--- src/rtl/arm_mc_ctrl_pkg.sv ---
// Shared types and encodings for the multicycle ARM controller (arm_mc_ctrl_v2).
package arm_mc_ctrl_pkg;

  typedef enum logic [3:0] {
    FETCH, DECODE, MEMADR, MEMRD, MEMWB, MEMWR,
    EXECR, EXECI, ALUWB, BRANCH, HALT
  } state_t;

  localparam logic [2:0] ALU_ADD = 3'b000;
  localparam logic [2:0] ALU_SUB = 3'b001;
  localparam logic [2:0] ALU_AND = 3'b010;
  localparam logic [2:0] ALU_ORR = 3'b011;
  localparam logic [2:0] ALU_EOR = 3'b100;
  localparam logic [2:0] ALU_MOV = 3'b101;

  localparam logic [3:0] COND_EQ = 4'h0, COND_NE = 4'h1, COND_CS = 4'h2, COND_CC = 4'h3;
  localparam logic [3:0] COND_MI = 4'h4, COND_PL = 4'h5, COND_VS = 4'h6, COND_VC = 4'h7;
  localparam logic [3:0] COND_HI = 4'h8, COND_LS = 4'h9, COND_GE = 4'hA, COND_LT = 4'hB;
  localparam logic [3:0] COND_GT = 4'hC, COND_LE = 4'hD, COND_AL = 4'hE, COND_NV = 4'hF;

  localparam logic [1:0] OP_DP  = 2'b00;
  localparam logic [1:0] OP_MEM = 2'b01;
  localparam logic [1:0] OP_BR  = 2'b10;

  localparam logic [3:0] CMD_AND = 4'b0000, CMD_EOR = 4'b0001, CMD_SUB = 4'b0010;
  localparam logic [3:0] CMD_ADD = 4'b0100, CMD_TST = 4'b1000, CMD_CMP = 4'b1010;
  localparam logic [3:0] CMD_ORR = 4'b1100, CMD_MOV = 4'b1101;

  typedef struct packed {
    logic [2:0] alu_op;
    logic       writes_rd;
    logic       sets_flags;
  } dp_dec_t;

  typedef struct packed {
    logic       pc_write;
    logic       mem_write;
    logic       reg_write;
    logic       ir_write;
    logic       adr_src;
    logic [1:0] reg_src;
    logic [1:0] alu_src_a;
    logic [1:0] alu_src_b;
    logic [1:0] result_src;
    logic [1:0] imm_src;
    logic [2:0] alu_ctl;
  } ctrl_t;

  // Compare/test only update flags; unknown commands behave as a silent ADD.
  function automatic dp_dec_t decode_dp(input logic [3:0] cmd, input logic s);
    dp_dec_t d;
    d.alu_op     = ALU_ADD;
    d.writes_rd  = 1'b1;
    d.sets_flags = s;
    case (cmd)
      CMD_ADD: d.alu_op = ALU_ADD;
      CMD_SUB: d.alu_op = ALU_SUB;
      CMD_AND: d.alu_op = ALU_AND;
      CMD_ORR: d.alu_op = ALU_ORR;
      CMD_EOR: d.alu_op = ALU_EOR;
      CMD_MOV: d.alu_op = ALU_MOV;
      CMD_CMP: begin d.alu_op = ALU_SUB; d.writes_rd = 1'b0; d.sets_flags = 1'b1; end
      CMD_TST: begin d.alu_op = ALU_AND; d.writes_rd = 1'b0; d.sets_flags = 1'b1; end
      default: d.writes_rd = 1'b0;
    endcase
    return d;
  endfunction

endpackage

--- src/rtl/arm_cond_check.sv ---
// Combinational ARM condition-code evaluator against a stored NZCV value.
module arm_cond_check
  import arm_mc_ctrl_pkg::*;
(
  input  logic [3:0] cond,
  input  logic [3:0] nzcv,
  output logic       cond_ex
);

  logic n, z, c, v;
  assign {n, z, c, v} = nzcv;

  always_comb begin
    cond_ex = 1'b0;
    case (cond)
      COND_EQ: cond_ex = z;
      COND_NE: cond_ex = !z;
      COND_CS: cond_ex = c;
      COND_CC: cond_ex = !c;
      COND_MI: cond_ex = n;
      COND_PL: cond_ex = !n;
      COND_VS: cond_ex = v;
      COND_VC: cond_ex = !v;
      COND_HI: cond_ex = c && !z;
      COND_LS: cond_ex = !c || z;
      COND_GE: cond_ex = (n == v);
      COND_LT: cond_ex = (n != v);
      COND_GT: cond_ex = !z && (n == v);
      COND_LE: cond_ex = z || (n != v);
      COND_AL: cond_ex = 1'b1;
      default: cond_ex = 1'b0;
    endcase
  end

endmodule

--- src/rtl/arm_mc_ctrl_v2.sv ---
// Multicycle ARM control FSM. Define ARM_MC_CTRL_MEM_WAIT_EN to make memory
// states wait on MemReady with a stall timeout that faults into HALT.
module arm_mc_ctrl_v2
  import arm_mc_ctrl_pkg::*;
#(
  parameter int ALUCTRL_W   = 3,
  parameter int MEM_TIMEOUT = 15
) (
  input  logic                 clk,
  input  logic                 reset,
  input  logic [31:12]         Instr,
  input  logic [3:0]           ALUFlags,
  input  logic                 MemReady,
  output logic                 PCWrite,
  output logic                 MemWrite,
  output logic                 RegWrite,
  output logic                 IRWrite,
  output logic                 AdrSrc,
  output logic [1:0]           RegSrc,
  output logic [1:0]           ALUSrcA,
  output logic [1:0]           ALUSrcB,
  output logic [1:0]           ResultSrc,
  output logic [1:0]           ImmSrc,
  output logic [ALUCTRL_W-1:0] ALUControl,
  output logic                 Fault
);

  state_t     state, state_next;
  ctrl_t      ctrl;
  dp_dec_t    dp;
  logic [3:0] nzcv;
  logic       cond_ex, cond_ok;
  logic [1:0] op;
  logic [3:0] cmd, rd;
  logic       imm, s_bit, load;
  logic       mem_ready, stall, timeout;
  logic       unused_bits;

  assign op    = Instr[27:26];
  assign imm   = Instr[25];
  assign cmd   = Instr[24:21];
  assign s_bit = Instr[20];
  assign load  = Instr[20];
  assign rd    = Instr[15:12];
  assign dp    = decode_dp(cmd, s_bit);

  arm_cond_check u_cond (
    .cond    (Instr[31:28]),
    .nzcv    (nzcv),
    .cond_ex (cond_ex)
  );

`ifdef ARM_MC_CTRL_MEM_WAIT_EN
  localparam int CNT_W = $clog2(MEM_TIMEOUT + 1);
  logic [CNT_W-1:0] wait_cnt;
  logic             fault_q;

  assign mem_ready = MemReady;
  assign stall     = !MemReady && (state == FETCH || state == MEMRD || state == MEMWR);
  assign timeout   = stall && (wait_cnt == CNT_W'(MEM_TIMEOUT - 1));

  always_ff @(posedge clk) begin
    if (reset) begin
      wait_cnt <= '0;
      fault_q  <= 1'b0;
    end else begin
      wait_cnt <= stall ? wait_cnt + CNT_W'(1) : '0;
      if (timeout) fault_q <= 1'b1;
    end
  end

  assign Fault       = fault_q;
  assign unused_bits = ^Instr[19:16];
`else
  assign mem_ready   = 1'b1;
  assign stall       = 1'b0;
  assign timeout     = 1'b0;
  assign Fault       = 1'b0;
  assign unused_bits = ^{Instr[19:16], MemReady, stall} ^ (MEM_TIMEOUT > 0);
`endif

  // The condition is latched in DECODE so a flag update in EXEC cannot
  // change the fate of the same instruction's writeback.
  always_ff @(posedge clk) begin
    if (reset) begin
      state   <= FETCH;
      nzcv    <= 4'b0000;
      cond_ok <= 1'b0;
    end else begin
      state <= state_next;
      if (state == DECODE) cond_ok <= cond_ex;
      if ((state == EXECR || state == EXECI) && dp.sets_flags && cond_ok) nzcv <= ALUFlags;
    end
  end

  always_comb begin
    state_next = state;
    ctrl       = '0;
    case (state)
      FETCH: begin
        ctrl.ir_write   = mem_ready;
        ctrl.pc_write   = mem_ready;
        ctrl.alu_src_a  = 2'b01;
        ctrl.alu_src_b  = 2'b10;
        ctrl.result_src = 2'b10;
        ctrl.alu_ctl    = ALU_ADD;
        if (timeout)        state_next = HALT;
        else if (mem_ready) state_next = DECODE;
      end
      DECODE: begin
        ctrl.alu_src_a  = 2'b01;
        ctrl.alu_src_b  = 2'b10;
        ctrl.result_src = 2'b10;
        ctrl.reg_src    = {op == OP_MEM && !load, op == OP_BR};
        ctrl.imm_src    = op;
        case (op)
          OP_DP:   state_next = imm ? EXECI : EXECR;
          OP_MEM:  state_next = MEMADR;
          OP_BR:   state_next = BRANCH;
          default: state_next = FETCH;
        endcase
      end
      MEMADR: begin
        ctrl.alu_src_b = 2'b01;
        ctrl.imm_src   = OP_MEM;
        state_next     = load ? MEMRD : MEMWR;
      end
      MEMRD: begin
        ctrl.adr_src = 1'b1;
        if (timeout)        state_next = HALT;
        else if (mem_ready) state_next = MEMWB;
      end
      MEMWB: begin
        ctrl.result_src = 2'b01;
        ctrl.reg_write  = cond_ok;
        state_next      = FETCH;
      end
      MEMWR: begin
        ctrl.adr_src   = 1'b1;
        ctrl.mem_write = cond_ok && mem_ready;
        if (timeout)        state_next = HALT;
        else if (mem_ready) state_next = FETCH;
      end
      EXECR: begin
        ctrl.alu_ctl = dp.alu_op;
        state_next   = ALUWB;
      end
      EXECI: begin
        ctrl.alu_src_b = 2'b01;
        ctrl.imm_src   = OP_DP;
        ctrl.alu_ctl   = dp.alu_op;
        state_next     = ALUWB;
      end
      ALUWB: begin
        ctrl.result_src = 2'b00;
        ctrl.reg_write  = cond_ok && dp.writes_rd && (rd != 4'hF);
        ctrl.pc_write   = cond_ok && dp.writes_rd && (rd == 4'hF);
        state_next      = FETCH;
      end
      BRANCH: begin
        ctrl.result_src = 2'b00;
        ctrl.alu_src_b  = 2'b01;
        ctrl.imm_src    = OP_BR;
        ctrl.alu_ctl    = ALU_ADD;
        ctrl.pc_write   = cond_ok;
        state_next      = FETCH;
      end
      HALT:    state_next = HALT;
      default: state_next = FETCH;
    endcase
  end

  // Outputs drop to zero in the very cycle reset is high, not one cycle later.
  always_comb begin
    {PCWrite, MemWrite, RegWrite, IRWrite, AdrSrc, RegSrc, ALUSrcA, ALUSrcB, ResultSrc, ImmSrc} = '0;
    ALUControl = '0;
    if (!reset) begin
      {PCWrite, MemWrite, RegWrite, IRWrite, AdrSrc} =
        {ctrl.pc_write, ctrl.mem_write, ctrl.reg_write, ctrl.ir_write, ctrl.adr_src};
      {RegSrc, ALUSrcA, ALUSrcB, ResultSrc, ImmSrc} =
        {ctrl.reg_src, ctrl.alu_src_a, ctrl.alu_src_b, ctrl.result_src, ctrl.imm_src};
      ALUControl = ALUCTRL_W'(ctrl.alu_ctl);
    end
  end

endmodule

--- config.mk ---
export PLATFORM = sky130hd
export DESIGN_NAME = arm_mc_ctrl_v2
export DESIGN_NICKNAME = d
export VERILOG_FILES = /design/src/rtl/arm_mc_ctrl_pkg.sv /design/src/rtl/arm_cond_check.sv /design/src/rtl/arm_mc_ctrl_v2.sv
export SDC_FILE = /design/constraint.sdc
export NUM_CORES = 1
export LEC_CHECK = 0
export ABC_AREA = 1
export BUFFER_PORTS_ARGS = -buffer_cell sky130_fd_sc_hd__buf_2
export CAP_MARGIN = 20
export CORE_UTILIZATION = 40
export DETAILED_ROUTE_END_ITERATION = 6
export PLACE_DENSITY_LB_ADDON = 0.1
export SLEW_MARGIN = 20
export SYNTH_ARGS = -nofsm -noshare
export SYNTH_HDL_FRONTEND = slang
export SYNTH_HIERARCHICAL = 1
export SYNTH_SLANG_ARGS = --single-unit
--- constraint.sdc ---
create_clock -name clk -period 1.4 [get_ports clk]
set_input_delay 0.14 -clock clk [delete_from_list [all_inputs] [get_ports clk]]
set_output_delay 0.14 -clock clk [all_outputs]
set_load 0.01 [all_outputs]
==> results.md <==
- Status: finished with violations
- Largest net degree at the start of global routing: 12
- Post-Syn Instances: about 180
- Final hold vios: 0
- Maximum vdd ir drop: 400 uV
- GPL Wtd Cong: 0.840
- # clock sinks: 9
- DIE AREA: roughly 0.0026 mm^2
- Tmin final: 1.51 ns
- Commonest non-fill, non-tap cell in the layout: nand2_1
- Vias per cell: 4.90
- Post-synthesis cell area: 957 um^2
- CTS tree: done
- YS warnings: 6
- Setup crit start: state[2]
- Area of placed instances: 0.00116 mm^2
- Number of H-tree levels: 1
- Setup crit end: AdrSrc
- Area of the core: 0.00223 mm^2
- Synth Area per Inst: 5.23 um^2
- Count of cell types in the netlist: 23
- Max clock buf depth: 2
- Clock root cell: clkbuf_4
- CP Launch Type: flop
- Share of cells above drive strength 1: 37.0%
- CP peak stage delay: 0.37 ns
- Critical path type: reg -> out
- Worst-case clock skew: 0.00705 ns
- Nets@finish: between 200 and 300
- Total CTS buffers: 3
- Chip height: 50.9 um
- Synth-to-layout area growth: 43.1%
- Yosys reg bits: 9
- RSZ-0062 raised after global routing: yes
- Post-route cell area: between 0.001 and 0.0015 mm^2
- Leak: around 0.72 nW
- Initial antenna violation count: 0
- Reg2reg end: state[0]
- Clock transition at path regs: ~0.060 ns
- RR Startpoint: state[2]
- Worst reg-to-reg path cell count: 7
- Final period util: 108%
- First-pass GRT wire length: approximately 4500 um
- Routed Antenna Nets: 0
- DRT iter0 DRCs: 16
- Area contributors post-synth: nand2_1 (20%), dfxtp_1 (19%), nand3_1 (12%)
- Routed via count: 1263
- FMAX: 664 MHz
- GRT Util Overall: 22.2%
- Area leader, netlist: nand2_1
- Synth top area share: 20.0%
- Hold Crit Start: Instr[25]
- DRC Markers: 0
- Setup violators final: 11
- Wirelength, routed: 2800 um
- Worst Setup End Kind: output port
- Initial Util: a little over two fifths
- Most frequent cells in the layout: nand2_1 (47), buf_2 (38), nor2_1 (28)
- Reg2reg setup slack: about 0.15 ns
- First-pass iteration count of the detailed router: 4
- Avg WL per Cell: 10.9 um
- Clock Latency Late Sink: 0.25 ns
- Setup_tns: -0.531 ns
- PortBufs: 38
- PD cells: between 600 and 700 mW/mm^2
- Failing checks: negative setup slack
- Fin. max-slew vios: 0
- Antenna diodes: 0
- Cell Chain, Critical Path: nor2_4 -> buf_6 -> nand3_1 -> a21oi_1 -> buf_2
- Vias in the first global route: 1167
- Seq/Total Area, Yosys: 18.8%
- Cell Rows: 17
- CP required: 1.26 ns
- Final WS setup: -0.107 ns
- Max FO, Critical Path: 4
- Crit path DAT: about 1.4 ns
- Die width: 50.9 um
- CP max stage cell: dfxtp_4
- Top-Level Pins: 46
- Gr ovfl total: 0
- Worst hold path type: in -> reg
- Hold_buf cts: 0
- HPWL Detailed: between 2000 and 2500 um
- Max_cap viols: 0
sequential cells by signal, summed over array words and instances (netlist names):
| name | count |
|---|---|
| cond_ok | 1 |
| nzcv | 4 |
| state | 4 |
per-stage QoR:
stage / hold slack [ns] / utilization [%] / setup WS [ns] / power, mW / std cells
6_report: 0.172 / 61.3 / -0.107 / 0.846 / 258
5_1_grt: 0.202 / 61.3 / -0.140 / 0.897 / 258
4_1_cts: 0.166 / 58.3 / -0.0759 / 0.800 / 258
3_5_place_dp: 0.436 / 51.9 / 0.0928 / 0.552 / 245
3_3_place_gp: 0.415 / 51.9 / 0.137 / 0.545 / 245
2_1_floorplan: 0.307 / - / 0.0904 / 0.464 / 184
per-layer routing:
layer	vias to the layer above	global-route usage (%)	share of wire, %
met3	4	2.38	6.3
li1	665	-	-
met1	541	25.2	42
met4	0	6.48	1.3
met2	53	42.5	50
met5	-	0	0
worst min path at each step:
stage	to	slack [ns]	depth (start not counted)
final	state[0]	0.17	3
after global placement	state[0]	0.41	3
after CTS	state[2]	0.17	2
after detailed placement	state[0]	0.44	3
after global routing	state[0]	0.20	3
after floorplan	state[2]	0.31	3
layout make-up:
| type | count | area, um^2 |
|---|---|---|
| multi-input cells | 140 | 714 |
| clock buffers | 4 | 26.3 |
| flip-flops and latches | 9 | 198 |
| inverters | 28 | 113 |
| well taps | 28 | 35.0 |
| repair buffers | 49 | 284 |
| fillers | 240 | 863 |
worst max-delay path, delay by kind of cell (launching register included):
| family | cells | cell delay, ns |
|---|---|---|
| AO/OA/AOI/OAI | 1 | 0.17 |
| AND/OR/NAND/NOR | 2 | 0.26 |
| buffers and inverters | 2 | 0.31 |
| flip-flops | 1 | 0.37 |
Yosys cell counts:
cell type	n
a21oi_1	15
buf_2	1
buf_4	4
clkbuf_1	2
clkinv_1	2
conb_1	1
dfxtp_1	9
inv_1	23
inv_2	3
nand2_1	51
nand2_2	3
nand3_1	23
nand3b_1	1
nor2_1	29
nor2_2	3
nor2_4	2
nor3_1	2
nor3_2	1
nor4_1	1
o211ai_1	1
o21ai_0	3
o21ai_1	2
o21ai_2	1
repair_timing:
action | in CTS | in global routing
gates resized for setup | 18 | 19
setup buffers | 9 | 0
setup endpoints to repair | 14 | 15
pin swaps | 3 | 8
logic make-up (layout without fill, tap and decap cells):
kind of cell | Yosys count | in the layout | synth area share (%)
AO/OA/AOI/OAI | 22 | 22 | 12.2
buffers and inverters | 35 | 81 | 15.4
flip-flops | 9 | 9 | 18.8
other | 1 | 2 | 0.392
AND/OR/NAND/NOR | 116 | 116 | 53.2
power by group:
group / total, mW / switching, mW / internal [mW]
Clock: 0.190 / 0.0807 / 0.109
Sequential: 0.291 / 0.0238 / 0.267
Combinational: 0.365 / 0.208 / 0.157
Total: 0.846 / 0.313 / 0.533
Power figures use the tool's default switching activity.
